===== config.mk =====
export PLATFORM = sky130hd
export DESIGN_NAME = sdram_avalon_arbiter
export DESIGN_NICKNAME = d
export VERILOG_FILES = /design/src/rtl/sdram_avalon_arbiter.sv
export SDC_FILE = /design/constraint.sdc
export NUM_CORES = 1
export LEC_CHECK = 0
export ABC_AREA = 1
export BUFFER_PORTS_ARGS = -buffer_cell sky130_fd_sc_hd__buf_2
export CAP_MARGIN = 0
export CORE_AREA = 2 2 90 92
export DETAILED_ROUTE_END_ITERATION = 10
export DIE_AREA = 0 0 92 94
export PLACE_DENSITY_LB_ADDON = 0.1
export SYNTH_ARGS = -nofsm -noshare
export SYNTH_HDL_FRONTEND = slang
export SYNTH_SLANG_ARGS = --single-unit

===== constraint.sdc =====
create_clock -name clk -period 2.33 [get_ports clk]
set_input_delay 0.233 -clock clk [delete_from_list [all_inputs] [get_ports clk]]
set_output_delay 0.233 -clock clk [all_outputs]
set_load 0.03 [all_outputs]

===== src/rtl/sdram_avalon_arbiter.sv =====
`default_nettype none
// ============================================================================
// Module   : sdram_avalon_arbiter
// Brief    : Two-master Avalon-MM arbiter in front of a single SDRAM
//            controller slave. Serialises commands, tags outstanding reads
//            so pipelined returns reach the issuing master, and raises
//            sticky protocol-error flags.
// Config   : define SDRAM_ARB_FIXED_PRIO_EN to make m0 win every tie
//            (round-robin otherwise).
// Revision : 1.0 - initial release
// ============================================================================
module sdram_avalon_arbiter #(
  parameter int ADDR_W   = 25,
  parameter int DATA_W   = 16,
  parameter int MAX_PEND = 8
) (
  input  logic                clk,
  input  logic                reset,
  input  logic [ADDR_W-1:0]   m0_address,
  input  logic                m0_read,
  input  logic                m0_write,
  input  logic [DATA_W-1:0]   m0_writedata,
  input  logic [DATA_W/8-1:0] m0_byteenable,
  output logic                m0_waitrequest,
  output logic [DATA_W-1:0]   m0_readdata,
  output logic                m0_readdatavalid,
  input  logic [ADDR_W-1:0]   m1_address,
  input  logic                m1_read,
  input  logic                m1_write,
  input  logic [DATA_W-1:0]   m1_writedata,
  input  logic [DATA_W/8-1:0] m1_byteenable,
  output logic                m1_waitrequest,
  output logic [DATA_W-1:0]   m1_readdata,
  output logic                m1_readdatavalid,
  output logic [ADDR_W-1:0]   s_address,
  output logic                s_read,
  output logic                s_write,
  output logic [DATA_W-1:0]   s_writedata,
  output logic [DATA_W/8-1:0] s_byteenable,
  input  logic                s_waitrequest,
  input  logic [DATA_W-1:0]   s_readdata,
  input  logic                s_readdatavalid,
  output logic                err_orphan,
  output logic                err_rw
);

  localparam int c_PTR_W = $clog2(MAX_PEND);
  localparam int c_CNT_W = $clog2(MAX_PEND) + 1;

  typedef enum logic [1:0] {
    S_IDLE  = 2'd0,
    S_BUSY0 = 2'd1,
    S_BUSY1 = 2'd2
  } state_t;

  state_t               r_state;
  state_t               w_state_nxt;
  logic                 r_last;
  logic [c_CNT_W-1:0]   r_pend_cnt;
  logic [MAX_PEND-1:0]  r_tag_mem;
  logic [c_PTR_W-1:0]   r_wr_ptr;
  logic [c_PTR_W-1:0]   r_rd_ptr;

  logic w_room;
  logic w_elig0;
  logic w_elig1;
  logic w_pick1;
  logic w_accept;
  logic w_grant_id;
  logic w_acc_rd;
  logic w_rw;
  logic w_push;
  logic w_pop;
  logic w_pop_id;

  assign w_room = (r_pend_cnt < c_CNT_W'(MAX_PEND));

  // A read+write request is executed as a read, so it must obey the read
  // room check; otherwise it could push into a full tag FIFO.
  assign w_elig0 = m0_read ? w_room : m0_write;
  assign w_elig1 = m1_read ? w_room : m1_write;

`ifdef SDRAM_ARB_FIXED_PRIO_EN
  // m0 wins every tie; r_last keeps tracking but does not steer the choice
  assign w_pick1 = w_elig1 & ~w_elig0;
`else
  // on a tie grant the master not served last (r_last=1 means m1 was last)
  assign w_pick1 = w_elig1 & (~w_elig0 | ~r_last);
`endif

  // state register
  always_ff @(posedge clk) begin
    if (reset) r_state <= S_IDLE;
    else       r_state <= w_state_nxt;
  end

  // next state, slave-side command mux and master stalls
  always_comb begin
    w_state_nxt    = r_state;
    s_address      = '0;
    s_read         = 1'b0;
    s_write        = 1'b0;
    s_writedata    = '0;
    s_byteenable   = '0;
    m0_waitrequest = 1'b1;
    m1_waitrequest = 1'b1;
    w_accept       = 1'b0;
    w_grant_id     = 1'b0;
    w_acc_rd       = 1'b0;
    w_rw           = 1'b0;
    case (r_state)
      S_IDLE: begin
        if (w_elig0 | w_elig1) w_state_nxt = w_pick1 ? S_BUSY1 : S_BUSY0;
      end
      S_BUSY0: begin
        s_address    = m0_address;
        s_read       = m0_read;
        s_write      = m0_write & ~m0_read;
        s_writedata  = m0_writedata;
        s_byteenable = m0_byteenable;
        w_rw         = m0_read & m0_write;
        if (!s_waitrequest) begin
          m0_waitrequest = 1'b0;
          w_accept       = 1'b1;
          w_acc_rd       = m0_read;
          w_state_nxt    = S_IDLE;
        end
      end
      S_BUSY1: begin
        s_address    = m1_address;
        s_read       = m1_read;
        s_write      = m1_write & ~m1_read;
        s_writedata  = m1_writedata;
        s_byteenable = m1_byteenable;
        w_rw         = m1_read & m1_write;
        w_grant_id   = 1'b1;
        if (!s_waitrequest) begin
          m1_waitrequest = 1'b0;
          w_accept       = 1'b1;
          w_acc_rd       = m1_read;
          w_state_nxt    = S_IDLE;
        end
      end
      default: w_state_nxt = S_IDLE;
    endcase
  end

  assign w_push   = w_accept & w_acc_rd;
  assign w_pop    = s_readdatavalid & (r_pend_cnt != '0);
  assign w_pop_id = r_tag_mem[r_rd_ptr];

  // remember who was served last for the round-robin tie break
  always_ff @(posedge clk) begin
    if (reset)         r_last <= 1'b1;
    else if (w_accept) r_last <= w_grant_id;
  end

  // read tag FIFO: requester ID per outstanding read, in issue order
  always_ff @(posedge clk) begin
    if (reset) begin
      r_tag_mem  <= '0;
      r_wr_ptr   <= '0;
      r_rd_ptr   <= '0;
      r_pend_cnt <= '0;
    end else begin
      if (w_push) begin
        r_tag_mem[r_wr_ptr] <= w_grant_id;
        r_wr_ptr            <= r_wr_ptr + c_PTR_W'(1);
      end
      if (w_pop) r_rd_ptr <= r_rd_ptr + c_PTR_W'(1);
      if (w_push && !w_pop)      r_pend_cnt <= r_pend_cnt + c_CNT_W'(1);
      else if (!w_push && w_pop) r_pend_cnt <= r_pend_cnt - c_CNT_W'(1);
    end
  end

  // register returned data to both masters; valid goes to the tagged one
  always_ff @(posedge clk) begin
    if (reset) begin
      m0_readdata      <= '0;
      m1_readdata      <= '0;
      m0_readdatavalid <= 1'b0;
      m1_readdatavalid <= 1'b0;
    end else begin
      m0_readdatavalid <= w_pop & ~w_pop_id;
      m1_readdatavalid <= w_pop &  w_pop_id;
      if (w_pop) begin
        m0_readdata <= s_readdata;
        m1_readdata <= s_readdata;
      end
    end
  end

  // sticky protocol-error flags, cleared only by reset
  always_ff @(posedge clk) begin
    if (reset) begin
      err_orphan <= 1'b0;
      err_rw     <= 1'b0;
    end else begin
      if (s_readdatavalid && r_pend_cnt == '0) err_orphan <= 1'b1;
      if (w_rw)                                err_rw     <= 1'b1;
    end
  end

endmodule
`default_nettype wire


==> flow_summary_export.csv, run 1 <==
group,metric,value,unit
status,status,"complete, no violations",
route,drcViolationCount,0,
timing,finClkSkew,3.99,ps
global_route,antenna_found_initial,0,
route,vias,3281,
floorplanning,die_y,94,um
synth,ys_seq_area_share,28.6,%
critical_path,end_kind,"flop",
worst_hold_path,hold_path.class,"in2reg",
clock_network,clock_sinks,41,
cells_and_area,final_nets,724,
floorplanning,row_count,32,
route,drt-total-wl,8530,um
synth,yosysWarnings,0,
route,vias_per_cell,4.65,
cells_and_area,drive_gt1_share,41.7,%
timing,setup_viol,0,
placement,hpwl,6490,um
pwr,powerDensity,1130,nW/um2
synth,yosys-top-cells-count,"153 x nand2_1, 67 x a21oi_1, 41 x dfxtp_1, 24 x nor2_1, 22 x inv_1",
route,first_iter_violations,164,
synth,syn_area_per_cell,6.56,um2
critical_path,criticalPathCategory,"reg2reg",
floorplanning,coreArea,7610,um2
synth,yosysTopAreaCellShare,28.6,%
clock_network,cts_setup_buffers,0,
pwr,power,4380,uW
timing,min_period,2180,ps
clock_network,insertion_delay,290,ps
timing,worst_pin_slew,475,ps
global_route,grt_first_pass_wirelength,13900,um
route,avgRoutedWirePerCell,12.1,um
synth,synth_cell_types,32,
critical_path,crit_fanout,4,
cells_and_area,layout.cells.non_filler,706,
global_route,grt_max_degree,53,
critical_path,critPathBufInv,3,
cells_and_area,syn_to_final_growth,35.1,%
synth,synth-edff-count,0,
global_route,gr-total-overflow,0,
critical_path,crit_top_cell,"nand2_1",
job,drv_cap,0,
synth,synth_cells,438,
cells_and_area,regArea,823,um2
timing,fmax,0.458,GHz
placement,io_buffer_count,192,
clock_network,cts_htree_levels,2,
timing,hold_viol,0,
clock_network,root_buffer,"clkbuf_8",
synth,syn_area,2870,um2
synth,synth.largest_area_cell,"dfxtp_1",
synth,syn-num-nets,558,
pwr,leakagePower,0.00191,uW
synth,synthTopCellsByArea,"dfxtp_1 29%, nand2_1 20%, a21oi_1 12%, buf_4 5.2%, ha_1 3.9%",
timing,timing.final.max_slew_violations,0,
placement,dp_cells,699,
critical_path,slowest_delay,360,ps
synth,yosys.cell_count.top_type,"nand2_1",
cells_and_area,multi_input_area,1700,um2
global_route,grt_pass1_vias,2997,
timing,slew_headroom,68.3,%
global_route,grt_usage,19.7,%
clock_network,clkTransAtPathRegs,70,ps
critical_path,cp_cell_sequence,"inv_1, ha_1, nand2_2, nand2_4, nand2_8, inv_4, ha_1, inv_1, ha_4, or2_2, nand2_1, nand2_1, nand2_1, nand2_1, a21oi_1",
floorplanning,die_width,92,um
synth,synth_seq_cells,41,
timing,fin_hold_ws,201,ps
synth,async_reset_ff_share,0,%
critical_path,cp_slowest_cell,"dfxtp_2",
cells_and_area,fill_cells,793,
route,first_pass_iters,4,
floorplanning,dieArea,8650,um2
timing,rsz0062_at_grt,"true",
timing,fin_crit_sh,93.7,%
synth,ys.flop_type,"dfxtp_1",
route,antenna_left,0,
floorplanning,io_pins,193,
critical_path,cp_data_required_time,2550,ps
pwr,vdd_drop_max,0.891,mV
critical_path,critPathLaunchType,"flop",
clock_network,cts_buffers,5,
placement,gp_congestion,0.868,
clock_network,cts_tree,"done",
critical_path,cp.arrival,2400,ps
clock_network,cts.path.max_buffers,2,
critical_path,path_delay_family,"simple AND/OR/NAND/NOR gates",
cells_and_area,diodes,0,
floorplanning,initial_utilization,37.8,%
[power by group]
group          internal, uW  switching, uW
Sequential              859            136
Clock                   311            233
Combinational           826           2020
[layer usage]
layer / up-vias / track usage, % / part of all wire [%]
met4: 0 / 6.09 / 1.7
met1: 1453 / 23.6 / 44
li1: 1724 / - / -
met3: 13 / 3.21 / 4.2
met2: 91 / 35.8 / 51
met5: - / 0 / 0
[stage by stage]
step	worst slack (ps)	setup TNS, ps	cell area [um2]	utilization (%)
3_3_place_gp	87.7	0	3750	49.3
6_report	147	0	3880	51.0
3_5_place_dp	0.268	0	3750	49.3
2_1_floorplan	97.4	0	2870	-
4_1_cts	3.23	0	3850	50.6
5_1_grt	-10.6	-10.6	3880	51.0
[cell type report]
type	instances	share of cell area, %
Tap cell	102	3.29
Sequential cell	41	21.2
Timing Repair Buffer	201	26.6
Multi-Input combinational cell	329	43.7
Inverter	26	2.58
Clock buffer	5	1.77
Clock inverter	2	0.902
[worst paths after layout]
kind / startpoint / to / slack, ps / cells past startpoint
min: s_readdata[14] / m1_readdata[14] / 200 / 3
min reg2reg: err_orphan / err_orphan / 450 / 2
max reg2reg: r_state[0] / r_pend_cnt[3] / 150 / 15
max: r_state[0] / r_pend_cnt[3] / 150 / 15
[placed cells by master (no fill, tap or decap)]
| cell type | instances |
|---|---|
| buf_2 | 192 |
| nand2_1 | 153 |
| a21oi_1 | 67 |
| dfxtp_1 | 39 |
| nor2_1 | 24 |
| inv_1 | 21 |
| nand3_1 | 20 |
| o21ai_0 | 14 |
| nand3_2 | 11 |
| a21oi_2 | 10 |
| buf_4 | 8 |
| ha_1 | 7 |
| clkbuf_8 | 5 |
| inv_2 | 4 |
| nor2_2 | 3 |
| nor3_2 | 3 |
| nand2_2 | 2 |
| nor2_4 | 2 |
| o211ai_1 | 2 |
| ha_4 | 2 |
| dfxtp_2 | 2 |
| nand2_4 | 1 |
| nand2_8 | 1 |
| inv_4 | 1 |
| o21ai_2 | 1 |
| or2_2 | 1 |
| nor3_1 | 1 |
| nand4_1 | 1 |
| xor2_1 | 1 |
| o21ai_1 | 1 |
| fa_1 | 1 |
| clkinv_2 | 1 |
| bufinv_16 | 1 |
| buf_6 | 1 |
[flip-flops by register name, indices dropped and copies added, names as in the netlist]
signal and count:
m1_readdata 16, r_tag_mem 8, r_pend_cnt 4, r_rd_ptr 3, r_wr_ptr 3, r_state 2
err_orphan 1, err_rw 1, m0_readdatavalid 1, m1_readdatavalid 1, r_last 1
[timing repair]
action                                  in CTS  in global routing
gates cloned                                 0                  0
hold buffers                                 0                  0
endpoints found under the setup margin       1                  1
gates resized for setup                      1                  5
[logic make-up (layout without fill, tap and decap cells)]
group	count (synthesis)	count (layout)	share of synthesized area, %
flip-flops	41	41	28.6
AO/OA/AOI/OAI	95	95	18.2
AND/OR/NAND/NOR	223	223	35.0
buffers and inverters	68	234	13.3
XOR/XNOR	1	1	0.305
adder cells (fa/ha/maj)	10	10	4.61
[worst reg2reg max path: cells and delay by family, from the launching register on]
family	cells	cell delay, ps
fa+ha+maj	3	660
buf+inv	3	280
simple gates	8	720
compound gates	1	110
flops	1	360
(Power assumes the default switching activity.)
==> inputs of run 2 (changes only) <==
--- a/config.mk
+++ b/config.mk
@@ -8,9 +8,11 @@
 export ABC_AREA = 1
 export BUFFER_PORTS_ARGS = -buffer_cell sky130_fd_sc_hd__buf_2
 export CAP_MARGIN = 0
-export CORE_AREA = 2 2 90 92
+export CELL_PAD_IN_SITES_DETAIL_PLACEMENT = 1
+export CELL_PAD_IN_SITES_GLOBAL_PLACEMENT = 2
+export CORE_AREA = 2 2 130 132
 export DETAILED_ROUTE_END_ITERATION = 10
-export DIE_AREA = 0 0 92 94
+export DIE_AREA = 0 0 132 134
 export PLACE_DENSITY_LB_ADDON = 0.1
 export SYNTH_ARGS = -nofsm -noshare
 export SYNTH_HDL_FRONTEND = slang
==> run 2 against run 1 <==
Effect of this change:
- routed wire length is 37% higher
- critical endpoint is now r_pend_cnt[2]
- largest cell class unchanged
- cell count up 17%
- largest power group unchanged
- register-to-register slack improved by 40 ps
- critical path depth down 2
- total power grew 7.0%
- die area rose by 100%
==> flow_summary_export.csv, run 2 (synthesis results as in run 1) <==
group,metric,value,unit
route,avgRoutedWirePerCell,14.1,um
timing,rsz0062_at_grt,"false",
job,drv_cap,0,
timing,setup_viol,0,
pwr,switchingPower,2550,uW
clock_network,root_buffer,"clkbuf_16",
cells_and_area,drive_gt1_share,42.2,%
status,status,"complete, no violations",
pwr,vdd_drop_max,0.480,mV
cells_and_area,final_nets,726,
floorplanning,io_pins,193,
critical_path,cp.arrival,2320,ps
clock_network,cts-resized-gates,0,
clock_network,cts_hold_buf,0,
critical_path,r2r_cells,13,
cells_and_area,regMostFlops,"m1_readdata",
placement,io_buffer_count,192,
cells_and_area,syn_to_final_growth,42.9,%
timing,fmax,0.466,GHz
timing,timing.final.max_slew_violations,0,
clock_network,cts_htree_levels,2,
cells_and_area,final_common_cell,"buf_2",
critical_path,worstSetupStartpoint,"r_state[1]",
pwr,p_int,2140,uW
floorplanning,initial_utilization,17.6,%
route,drcViolationCount,0,
worst_hold_path,holdPathEnd,"m1_readdata[9]",
clock_network,clkTransAtPathRegs,60,ps
timing,setup_tns,0,ps
critical_path,slowest_delay,370,ps
critical_path,cp_data_required_time,2510,ps
clock_network,cts.path.max_buffers,2,
route,vias_per_cell,4.08,
critical_path,reg2reg_to,"r_pend_cnt[2]",
critical_path,critPathLaunchType,"flop",
clock_network,cts_setup_buffers,0,
route,first_pass_iters,4,
worst_hold_path,hold_start,"s_readdata[9]",
worst_hold_path,hold_depth,3,
cells_and_area,postLayoutCoreUtil,25.2,%
floorplanning,die_width,132,um
clock_network,clock_sinks,41,
critical_path,regToRegSetupSlack,180,ps
worst_hold_path,hold_path.class,"in2reg",
global_route,antenna_found_initial,2,
timing,hold_viol,0,
route,first_iter_violations,104,
pwr,powerDensity,1140,nW/um2
critical_path,criticalPathCategory,"reg2reg",
critical_path,crit_fanout,3,
floorplanning,row_count,47,
floorplanning,dieArea,17700,um2
cells_and_area,multi_input_area,1700,um2
cells_and_area,largest_register_ffs,16,
timing,finClkSkew,8.08,ps
pwr,leakagePower,0.00195,uW
clock_network,insertion_delay,290,ps
cells_and_area,mostFrequentLayoutCells,"192 x buf_2, 153 x nand2_1, 67 x a21oi_1",
cells_and_area,top_regs,"m1_readdata (16), r_tag_mem (8), r_pend_cnt (4)",
timing,slew_headroom,60.0,%
clock_network,cts_buffers,5,
critical_path,r2r-start,"r_state[1]",
timing,fin_crit_sh,92.1,%
global_route,grt_first_pass_wirelength,18900,um
pwr,power,4690,uW
critical_path,cp_cell_sequence,"inv_2, ha_4, inv_2, nor2_4, nand2_8, inv_4, ha_1, inv_1, buf_4, fa_1, xor2_1, o21ai_1, inv_1",
pwr,clockPowerShare,15.5,%
route,antenna_left,0,
placement,hpwl,8930,um
pwr,seqPwrFrac,21.3,%
cells_and_area,regArea,822,um2
floorplanning,coreArea,16300,um2
route,drt-total-wl,11700,um
route,vias,3375,
floorplanning,die_y,134,um
timing,worst_pin_slew,600,ps
clock_network,cts_tree,"done",
cells_and_area,fill_cells,2113,
global_route,gr-total-overflow,0,
global_route,grt_pass1_vias,3637,
critical_path,cp_slowest_cell,"fa_1",
pwr,switching_share,54.3,%
global_route,grt_usage,13.1,%
placement,gp_congestion,0.743,
pwr,combinationalPowerShare,63.2,%
global_route,grt_max_degree,53,
timing,min_period,2150,ps
critical_path,end_kind,"flop",
==> run 2: cell count changes in the layout (fill, tap and decap cells not counted), sizes merged <==
cell    previous run  this run
buf              201       203
bufinv             1         0
clkbuf             5         6
clkinv             1         2
diode              0         1
==> run 2: worst max-delay path: cells and delay by family, from the launching register on <==
| kind | cells | cell delay (ps) |
|---|---|---|
| buffers and inverters | 6 | 420 |
| XOR/XNOR | 1 | 160 |
| adder cells (fa/ha/maj) | 3 | 790 |
| AO/OA/AOI/OAI | 1 | 110 |
| AND/OR/NAND/NOR | 2 | 210 |
| flip-flops | 1 | 350 |
==> run 2: through the flow <==
stage	std cells	setup slack (ps)	instance area, um2	hold slack [ps]
final	828	183	4110	204
after global routing	828	8.36	4110	202
after CTS	827	55.3	4080	199
after detailed placement	819	54.8	3930	450
after global placement	819	110	3930	445
after floorplan	438	97.4	2870	382
==> run 2: worst max path at each step <==
| stage | end | slack (ps) |
|---|---|---|
| 2_1_floorplan | r_pend_cnt[3] | 100 |
| 3_3_place_gp | r_pend_cnt[3] | 110 |
| 3_5_place_dp | r_pend_cnt[3] | 50 |
| 4_1_cts | r_pend_cnt[3] | 60 |
| 5_1_grt | r_pend_cnt[3] | 8 |
| 6_report | r_pend_cnt[2] | 180 |
==> run 2: layout make-up <==
class / instances / share of cell area [%]
Inverter: 26 / 2.44
Clock inverter: 2 / 0.335
Tap cell: 220 / 6.70
Sequential cell: 41 / 20.0
Antenna cell: 1 / 0.0609
Timing Repair Buffer: 203 / 25.7
Multi-Input combinational cell: 329 / 41.3
Clock buffer: 6 / 3.38
==> run 2: layer usage <==
layer / vias to the layer above / GRT usage, % / share of wire [%]
met5: - / 0 / 0.11
met1: 1540 / 15.2 / 43
met2: 86 / 25.0 / 52
li1: 1734 / - / -
met4: 2 / 2.66 / 1.4
met3: 13 / 2.53 / 3.9
==> run 2: power groups by stage <==
| stage | Combinational [uW] | Clock [uW] | Sequential [uW] |
|---|---|---|---|
| after detailed placement | 2990 | 0 | 1010 |
| after global routing | 3290 | 792 | 1030 |
| final | 2960 | 728 | 999 |
| after CTS | 3000 | 762 | 995 |
| after floorplan | 2110 | 0 | 1160 |
| after global placement | 2960 | 0 | 1010 |
